<file path="config.mk">
export PLATFORM = sky130hd
export DESIGN_NAME = retry_rr_arbiter
export DESIGN_NICKNAME = d
export VERILOG_FILES = /design/src/rtl/retry_arbiter_pkg.sv /design/src/rtl/retry_credit_counter.sv /design/src/rtl/retry_rr_arbiter.sv
export SDC_FILE = /design/constraint.sdc
export NUM_CORES = 1
export LEC_CHECK = 0
export ABC_AREA = 1
export BUFFER_PORTS_ARGS = -buffer_cell sky130_fd_sc_hd__buf_2
export CAP_MARGIN = 10
export CORE_UTILIZATION = 40
export CTS_CLUSTER_DIAMETER = 40
export CTS_CLUSTER_SIZE = 12
export DETAILED_ROUTE_END_ITERATION = 7
export PLACE_DENSITY = 0.7
export RECOVER_POWER = 25
export SLEW_MARGIN = 20
export SYNTH_ARGS = -nofsm -noshare
export SYNTH_HDL_FRONTEND = slang
export SYNTH_SLANG_ARGS = --single-unit
export TNS_END_PERCENT = 30
</file>
<file path="constraint.sdc">
create_clock -name clk_i -period 1.99 [get_ports clk_i]
set_clock_uncertainty 0.15 [all_clocks]
set_input_delay 0.0995 -clock clk_i [delete_from_list [all_inputs] [get_ports clk_i]]
set_output_delay 0.0995 -clock clk_i [all_outputs]
set_load 0.005 [all_outputs]
</file>
<file path="src/rtl/retry_arbiter_pkg.sv">
// Shared helpers for the retry round-robin arbiter.
package retry_arbiter_pkg;

  // Round-robin pointer advance, wrapping from n-1 back to 0.
  function automatic int unsigned rr_wrap_inc(input int unsigned ptr, input int unsigned n);
    return (ptr + 32'd1 >= n) ? 32'd0 : ptr + 32'd1;
  endfunction

endpackage

</file>
<file path="src/rtl/retry_credit_counter.sv">
// Up/down saturating in-flight counter; simultaneous inc and dec leave it unchanged.
module retry_credit_counter #(
  parameter int unsigned MaxCount = 2,
  parameter int unsigned CntWidth = $clog2(MaxCount + 1)
) (
  input  logic                clk_i,
  input  logic                rst_ni,
  input  logic                inc_i,
  input  logic                dec_i,
  output logic [CntWidth-1:0] count_o,
  output logic                full_o,
  output logic                underflow_o
);

  logic [CntWidth-1:0] count_q;

  always_ff @(posedge clk_i or negedge rst_ni) begin
    if (!rst_ni) begin
      count_q <= '0;
    end else if (inc_i && !dec_i && !full_o) begin
      count_q <= count_q + CntWidth'(1);
    end else if (dec_i && !inc_i && (count_q != '0)) begin
      count_q <= count_q - CntWidth'(1);
    end
  end

  assign count_o     = count_q;
  assign full_o      = (count_q == CntWidth'(MaxCount));
  assign underflow_o = dec_i & ~inc_i & (count_q == '0);

endmodule

</file>
<file path="src/rtl/retry_rr_arbiter.sv">
// Round-robin arbiter in front of a retry-protected pipeline, with per-requester
// outstanding limits and index-steered result return.
module retry_rr_arbiter
  import retry_arbiter_pkg::*;
#(
  parameter int unsigned NumReq         = 4,
  parameter type         DataType       = logic,
  parameter int unsigned MaxOutstanding = 2,
  localparam int unsigned IdxWidth      = $clog2(NumReq),
  localparam int unsigned CntWidth      = $clog2(MaxOutstanding + 1)
) (
  input  logic                              clk_i,
  input  logic                              rst_ni,
  input  DataType [NumReq-1:0]              req_data_i,
  input  logic    [NumReq-1:0]              req_valid_i,
  output logic    [NumReq-1:0]              req_ready_o,
  output DataType                           data_o,
  output logic    [IdxWidth-1:0]            req_idx_o,
  output logic                              valid_o,
  input  logic                              ready_i,
  input  DataType                           result_data_i,
  input  logic    [IdxWidth-1:0]            result_req_idx_i,
  input  logic                              result_valid_i,
  output logic                              result_ready_o,
  output DataType [NumReq-1:0]              rsp_data_o,
  output logic    [NumReq-1:0]              rsp_valid_o,
  input  logic    [NumReq-1:0]              rsp_ready_i,
  output logic    [NumReq-1:0][CntWidth-1:0] outstanding_o,
  output logic                              err_o
);

  logic [IdxWidth-1:0] rr_q, grant_q, search_idx, grant;
  logic                lock_q, err_q;
  logic                any_eligible, lock_hold, lock_violation;
  logic                idx_in_range, sel_rsp_ready;
  logic [NumReq-1:0]   eligible, full, underflow, inc, dec;
  logic [NumReq-1:0][CntWidth-1:0] count;
  int unsigned         cand;

  for (genvar i = 0; i < NumReq; i++) begin : g_cnt
    retry_credit_counter #(
      .MaxCount (MaxOutstanding),
      .CntWidth (CntWidth)
    ) u_cnt (
      .clk_i       (clk_i),
      .rst_ni      (rst_ni),
      .inc_i       (inc[i]),
      .dec_i       (dec[i]),
      .count_o     (count[i]),
      .full_o      (full[i]),
      .underflow_o (underflow[i])
    );
  end

  assign eligible     = req_valid_i & ~full;
  assign any_eligible = |eligible;

  // Scan offsets high to low so the last write is the first eligible at/after rr_q.
  always_comb begin
    search_idx = '0;
    cand       = 0;
    for (int unsigned off = NumReq; off > 0; off--) begin
      cand = (32'(rr_q) + off - 32'd1) % NumReq;
      if (eligible[IdxWidth'(cand)]) search_idx = IdxWidth'(cand);
    end
  end

  // A locked requester that drops valid releases the lock in the same cycle,
  // so the stale index is never presented or counted.
  assign lock_hold      = lock_q & req_valid_i[grant_q];
  assign lock_violation = lock_q & ~req_valid_i[grant_q];
  assign grant          = lock_hold ? grant_q : search_idx;
  assign valid_o        = any_eligible | lock_hold;
  assign data_o         = req_data_i[grant];
  assign req_idx_o      = grant;

  always_comb begin
    req_ready_o = '0;
    for (int unsigned i = 0; i < NumReq; i++) begin
      req_ready_o[i] = valid_o & ready_i & (grant == IdxWidth'(i));
    end
  end
  assign inc = req_ready_o;

  assign idx_in_range = (32'(result_req_idx_i) < NumReq);

  always_comb begin
    sel_rsp_ready = 1'b0;
    rsp_valid_o   = '0;
    for (int unsigned i = 0; i < NumReq; i++) begin
      rsp_data_o[i] = result_data_i;
      if (result_req_idx_i == IdxWidth'(i)) begin
        sel_rsp_ready  = rsp_ready_i[i];
        rsp_valid_o[i] = result_valid_i;
      end
    end
  end

  // Out-of-range indices are accepted and dropped so the pipeline never stalls.
  assign result_ready_o = result_valid_i & (idx_in_range ? sel_rsp_ready : 1'b1);
  assign dec            = rsp_valid_o & {NumReq{result_ready_o}};

  always_ff @(posedge clk_i or negedge rst_ni) begin
    if (!rst_ni) begin
      rr_q    <= '0;
      grant_q <= '0;
      lock_q  <= 1'b0;
      err_q   <= 1'b0;
    end else begin
      lock_q  <= valid_o & ~ready_i;
      grant_q <= grant;
      if (valid_o && ready_i) begin
        rr_q <= IdxWidth'(rr_wrap_inc(32'(grant), NumReq));
      end
      err_q <= err_q | lock_violation | (|underflow) | (result_valid_i & ~idx_in_range);
    end
  end

  assign outstanding_o = count;
  assign err_o         = err_q;

endmodule

</file>
# Word level (Yosys, flattened, before mapping)
# Cells that the tools add are included.
[op_classes]
n_reduce_logical = 45
n_mul = 0
n_bitwise = 29
magnitude_cmp = 7
eq_ne = 10
div_mod_pow = 0
n_shift = 0
muxes = 34
n_addsub = 17
[ops]
columns = ["operator", "n"]
rows = [
  ["2-to-1 mux 2 bit", 14],
  ["< comparator 2 x 3 -> 1 bit (second input constant)", 6],
  ["bitwise AND 1 bit", 17],
  ["logical AND 1 bit", 17],
  ["== test 2 bit (second input constant)", 8],
  ["nonzero test 2 bit", 8],
  ["subtractor 2 x 1 -> 2 bit (second input constant)", 8],
  ["2-to-1 mux 1 bit", 14],
  ["adder 2 x 1 -> 2 bit (second input constant)", 6],
  ["binary-select mux 1 bit (select 2 bit)", 6],
  ["zero test 1 bit", 12],
  ["zero test 2 bit", 6],
  ["bitwise AND 4 bit", 2],
  ["OR reduction 4 bit", 2],
  ["NOT 1 bit", 6],
  ["adder 2 bit (second input constant)", 2],
  ["== test 2 x 1 -> 1 bit (second input constant)", 2],
  ["NOT 4 bit", 1],
  ["adder 2 x 1 -> 3 bit (second input constant)", 1],
  [">= comparator 3 bit (second input constant)", 1],
  ["bitwise OR 1 bit", 3],
]
[word_totals]
ram_bits = 0
in_bits = 19
romBits = 0
reg_bits = 14
latch_bits = 0
n_memories = 0
output_inout_bits = 26

# Longest topological paths before layout
[logic_depth]
word_depth = 17
mapped_depth = 20

# Cells and area by module
# Synthesis repeated with hierarchy kept, for this count alone.
[hier_totals]
cells_unflattened = 225
area_unflattened_um2 = 1272.5
[by_module_without_submodules]
columns = ["mod", "area_per_inst_um2", "cells_each", "n_inst"]
rows = [
  ["retry_rr_arbiter", 721.9, 133, 1],
  ["retry_credit_counter", 137.6, 23, 4],
]

# Worst setup path before layout
# No wires, ideal clock.
[synth_path]
path_kind = "reg-to-reg"
from = "register rr_q[0]"
to = "register g_cnt[0].u_cnt.count_q[0]"
path_buffers = 1
slack_ps = -235
t_arrival_ps = 1962
synth_period_minus_slack_ps = 2225
setup_time_ps = 113
stages_incl_launch_ff = 19
cell_sequence = "dfrtp_1 > buf_2 > inv_1 > nand3_1 > nand2_1 > nand2_1 > nand2_1 > inv_1 > nand3_1 > nand3_1 > nand2_1 > inv_1 > ha_1 > nand2_1 > nand2_1 > o21ai_0 > nand3_1 > nand2_1 > inv_1"
[synth_between]
elab_chain_cells = 15
elab_cells_between_ends = 30
classes_between = "8 x add/sub; 14 x mux; 1 x bitwise; 7 x reduce/logical"
[synth_lines]
columns = ["item", "line_no", "rtl"]
rows = [
  ["from (decl)", "retry_rr_arbiter.sv:32", "logic [IdxWidth-1:0] rr_q, grant_q, search_idx, grant;"],
  ["from (signal assigned)", "retry_rr_arbiter.sv:113", "rr_q <= IdxWidth'(rr_wrap_inc(32'(grant), NumReq));"],
  ["adder 2 x 1 -> 2 bit", "retry_rr_arbiter.sv:63", "cand = (32'(rr_q) + off - 32'd1) % NumReq;"],
  ["subtractor 2 x 1 -> 2 bit", "retry_rr_arbiter.sv:63", ""],
  ["binary-select mux 1 bit (select 2 bit)", "retry_rr_arbiter.sv:64", "if (eligible[IdxWidth'(cand)]) search_idx = IdxWidth'(cand);"],
  ["2-to-1 mux 1 bit (not written as such)", "retry_rr_arbiter.sv:64", ""],
  ["2-to-1 mux 2 bit (3 in a row)", "retry_rr_arbiter.sv:64", ""],
  ["2-to-1 mux 2 bit *", "retry_rr_arbiter.sv:64", ""],
  ["2-to-1 mux 2 bit *", "retry_rr_arbiter.sv:72", "assign grant = lock_hold ? grant_q : search_idx;"],
  ["net req_idx_o[0]", "retry_rr_arbiter.sv:18", "output logic [IdxWidth-1:0] req_idx_o,"],
  ["zero test 2 bit *", "retry_rr_arbiter.sv:80", "req_ready_o[i] = valid_o & ready_i & (grant == IdxWidth'(i));"],
  ["bitwise AND 1 bit *", "retry_rr_arbiter.sv:80", ""],
  ["zero test 1 bit", "retry_credit_counter.sv:22", "end else if (dec_i && !inc_i && (count_q != '0)) begin"],
  ["logical AND 1 bit (2 in a row)", "retry_credit_counter.sv:22", ""],
  ["nonzero test 2 bit (no source line)", "-", ""],
  ["to (signal assigned)", "retry_credit_counter.sv:21", "count_q <= count_q + CntWidth'(1);"],
  ["to (signal assigned)", "retry_credit_counter.sv:23", "count_q <= count_q - CntWidth'(1);"],
  ["to (decl)", "retry_credit_counter.sv:15", "logic [CntWidth-1:0] count_q;"],
]
# The timed path passes the listed nets; every way through them passes the cells marked *. The select of a mux whose other input is x is not followed.
# A chain may end at the register's enable or synchronous reset.

# Final worst setup path
[layout_path]
from = "register rr_q[0]"
to = "output port req_ready_o[2]"
[layout_between]
elab_chain_cells = 11
elab_cells_between_ends = 23
classes_between = "8 x add/sub; 1 x eq/ne; 13 x mux; 1 x bitwise"
[layout_lines]
columns = ["item", "line_no", "rtl"]
rows = [
  ["adder 2 x 1 -> 2 bit", "retry_rr_arbiter.sv:63", ""],
  ["subtractor 2 x 1 -> 2 bit", "retry_rr_arbiter.sv:63", ""],
  ["binary-select mux 1 bit (select 2 bit)", "retry_rr_arbiter.sv:64", ""],
  ["2-to-1 mux 1 bit (not written as such)", "retry_rr_arbiter.sv:64", ""],
  ["2-to-1 mux 2 bit (3 in a row)", "retry_rr_arbiter.sv:64", ""],
  ["2-to-1 mux 2 bit *", "retry_rr_arbiter.sv:64", ""],
  ["2-to-1 mux 2 bit *", "retry_rr_arbiter.sv:72", ""],
  ["== test 2 bit *", "retry_rr_arbiter.sv:80", ""],
  ["bitwise AND 1 bit *", "retry_rr_arbiter.sv:80", ""],
  ["to (decl)", "retry_rr_arbiter.sv:16", "output logic [NumReq-1:0] req_ready_o,"],
]
# Every way passes the cells marked *; elsewhere a longest branch is shown, timed or not. The select of a mux whose other input is x is not followed.

==> impl_results.rst <==
.. list-table::
   :header-rows: 1

   * - Metric
     - Value
   * - Dominant cell type by area after synthesis
     - sky130_fd_sc_hd__dfrtp_1
   * - GRT overflow
     - 0
   * - Least setup slack across all paths after layout
     - -0.466 ns
   * - Via count
     - 1683
   * - Most repeated cell in the gate-level netlist after synthesis
     - sky130_fd_sc_hd__nand2_1
   * - FF+latch area
     - about 350 um2
   * - Cells after synthesis
     - 218
   * - Fin area
     - 2290 um2
   * - Seq/Total Area, Yosys
     - between 20 and 30%
   * - Violations in the final reports
     - negative setup slack
   * - Largest fanout on the critical path
     - 7
   * - Worst hold-check path type
     - input port to output port
   * - Crit Path Category
     - flop to output port
   * - Setup-failing EPs final
     - 18
   * - Total negative slack
     - -5.48 ns
   * - Startpoint of the tightest hold check path
     - result_data_i
   * - I/O Pins
     - 45
   * - Average wire length per cell after detail routing
     - roughly 12 um
   * - Final std cells w/o fill
     - approximately 350
   * - Clock tree from TritonCTS
     - built
   * - Time the worst path needs with I/O delays and setup
     - roughly 2.5 ns
   * - Largest stage delay on the critical path
     - about 0.50 ns
   * - Vias in the first global route
     - between 1000 and 1500
   * - Headroom to the max-slew limit
     - 42.3%
   * - Setup repair after global routing missed its margin
     - true
   * - Syn avg cell area
     - between 6 and 7 um2
   * - Arrival time of the worst setup path
     - between 2 and 2.5 ns
   * - Area grow syn2layout
     - 69.3%
   * - Chip width
     - roughly 60 um
   * - Critical register-to-register path startpoint
     - rr_q[0]$_DFFE_PN0P_
   * - Crit. End Element
     - output port
   * - Setup crit start kind
     - flop
   * - Mapped Area
     - ~1400 um2
   * - Clock transition at the register clock pins on the worst setup and hold paths after CTS
     - roughly 0.10 ns
   * - Placement-stage cell area
     - around 1900 um2
   * - Global-route wire length before repair
     - 6.09 mm
   * - VDD IR max
     - ~0.0011 V
   * - Cell chain of the critical path
     - nor2_4 > nand3_2 > nand2_1 > a21oi_2 > nand2_2 > nand2_2 > nand2_2 > nand3_4 > nand2_4 > inv_4 > ha_4 > nand2_4 > inv_2 > buf_6 > buf_6
   * - Synth cell count leaders
     - 61 x sky130_fd_sc_hd__nand2_1, 32 x sky130_fd_sc_hd__inv_1, 26 x sky130_fd_sc_hd__nand3_1
   * - Largest net degree at the start of global routing
     - 15
   * - Floorplan Core Area
     - 3130 um2
   * - Max stage delay cell, worst path
     - sky130_fd_sc_hd__dfrtp_2
   * - Total number of clock tree sinks
     - 14
   * - Die area
     - roughly 3600 um2
   * - Total half-perimeter wirelength after legalization and detailed placement
     - between 2 and 3 mm
   * - Port bufs
     - 39
   * - Library cells used by synthesis
     - 25
   * - Initial Utilization
     - ~43%
   * - Vert. Die Dim
     - between 60 and 70 um
   * - Insertion delay of the later-clocked pin in the worst-skew pair
     - just under 0.3 ns
   * - Max-slew violation count
     - 0
   * - Leading cell types by total area after synthesis
     - sky130_fd_sc_hd__dfrtp_1 26%, sky130_fd_sc_hd__nand2_1 17%, sky130_fd_sc_hd__nand3_1 9.6%
   * - Pre-CTS setup slack
     - -0.319 ns
   * - Share of Yosys cell area claimed by the top area cell type
     - 25.9%
   * - Top flip-flop cell by instance count after synthesis
     - sky130_fd_sc_hd__dfrtp_1
   * - Residual DRC count
     - 0
   * - Gp weighted congestion
     - 0.825
   * - Number of placement rows
     - 20
   * - Leakage power total
     - 1.28 nW
   * - Number of nets in the finished design
     - ~330
   * - First-pass iteration count of the detailed router
     - 4
   * - Final clock period utilization by the worst path
     - 123%
   * - Critical path startpoint
     - rr_q[0]$_DFFE_PN0P_
   * - Remaining antenna violation count
     - 0
   * - CP required
     - approximately 1.7 ns
   * - Final hold viol count
     - 0
   * - Total instance count after detailed placement
     - approximately 330
   * - Utilization after layout
     - 73.4%
   * - Result of the run
     - finished, violations left
   * - CTS Root Buffer Type
     - sky130_fd_sc_hd__clkbuf_4
   * - Number of buffers between clock root and the deepest sink
     - 2
   * - Number of antenna violations at the first check in global routing
     - 0
   * - Max-cap violations
     - 0
   * - CTS H-tree lvls
     - 1
   * - Via-to-Cell Ratio
     - about 4.8
   * - Multi-input logic area
     - 1040 um2
   * - Asr flop ratio synth
     - between 90% and 100%
   * - Total length of routed wires
     - roughly 4.3 mm
   * - Power per unit of standard cell area
     - about 1900 nW/um2
   * - Number of flops mapped to enable cells by yosys
     - 0
   * - Clock buffer count from CTS
     - 3
   * - Filler cell count in the final layout
     - approximately 240
   * - Iteration-0 DRC count of the detailed router
     - 62
   * - Number of diodes added for antenna fixing
     - 0
   * - Fraction of layout instances using a drive strength above 1
     - 56.1%
   * - Measured slew at the worst slew-check pin
     - roughly 0.86 ns
   * - Synthesis-stage register bit count
     - 14
   * - Number of nets produced by synthesis
     - around 240
   * - Number of warning messages in the yosys log
     - 0
   * - Cell with the most instances on the worst path
     - sky130_fd_sc_hd__nand2_2
   * - Achievable clock frequency
     - around 0.41 GHz
   * - Overall track demand over capacity in global routing
     - a little under a quarter
[final cells by class]
class                   instances  area share [%]
multi-input cells             152            45.5
repair buffers                 92            27.8
flip-flops and latches         14            15.3
inverters                      43            7.36
well taps                      44            2.40
clock buffers                   4            1.58
[placed cells by master, fill, tap and decap left out, drive strengths merged]
master,netlist,layout
buf,9,89
nor2,19,19
ha,4,4
inv,43,43
dlygate4sd3,0,2
nand3,29,29
nand2,66,66
nand3b,4,4
o21ai,14,14
nor3,1,1
a21oi,8,8
clkbuf,0,5
dfrtp,14,14
xnor2,1,1
nand4,3,3
or2,3,3
[timing repair]
action | 4_1_cts | 5_1_grt
pin swaps | 17 | 16
hold buffers | 2 | 0
setup buffers | 13 | 3
endpoints found under the hold margin | 15 | 0
resized for setup | 31 | 34
endpoints found under the setup margin | 17 | 17
[sequential cells by signal, indices dropped and copies added (netlist names)]
name / count
err_o: 1
g_cnt.u_cnt.count_o: 8
grant_q: 2
lock_q: 1
rr_q: 2
[stage by stage]
| stage | total power (W) | hold slack [ns] |
|---|---|---|
| 2_1_floorplan | 0.00196 | -0.346 |
| 3_3_place_gp | 0.00288 | -0.125 |
| 3_5_place_dp | 0.00291 | -0.124 |
| 4_1_cts | 0.00376 | 0.0491 |
| 5_1_grt | 0.00456 | 0.0491 |
| 6_report | 0.00425 | 0.0490 |
[cell families (layout without fill, tap and decap cells)]
family	after synthesis	after routing	share of synthesized area (%)
and+or+nand+nor	125	125	44.1
buffers and inverters	52	139	16.7
AOI/OAI and AO/OA	22	22	8.96
DFF	14	14	25.9
adders and majority gates	4	4	3.69
xor gates and xnor gates	1	1	0.646
[worst paths after layout]
kind,end,slack (ns),cells after the start
worst max-delay path,req_ready_o[2],-0.47,15
worst min-delay path,rsp_data_o[0],0.05,0
worst max register to register,g_cnt[0].u_cnt.count_o[0]$_DFFE_PN0P_,-0.40,18
worst min register to register,err_o$_DFF_PN0_,0.47,4
max in group asynchronous,rr_q[0]$_DFFE_PN0P_,0.83,2
min in group asynchronous,err_o$_DFF_PN0_,0.28,2
[power by group]
part / switching, W / leakage (nW) / total [W] / internal (W)
clock: 0.000106 / 0.0210 / 0.000217 / 0.000112
combinational: 0.00172 / 1.10 / 0.00348 / 0.00175
sequential: 0.000137 / 0.156 / 0.000558 / 0.000422
[layer usage]
metal	share of wire [%]	vias to the layer above	global-route usage [%]
met3	3.5	11	3.90
met2	53	37	40.0
met4	2.0	0	7.64
met5	0	-	0
met1	42	787	27.4
li1	-	848	-
[critical path, delay by kind of cell, from the launching register on]
kind	cells	cell delay, ns
adder cells (fa/ha/maj)	1	0.16
AND/OR/NAND/NOR	9	0.90
AO/OA/AOI/OAI	1	0.05
flip-flops	1	0.50
buffers and inverters	4	0.30
Power figures use the tool's default switching activity.
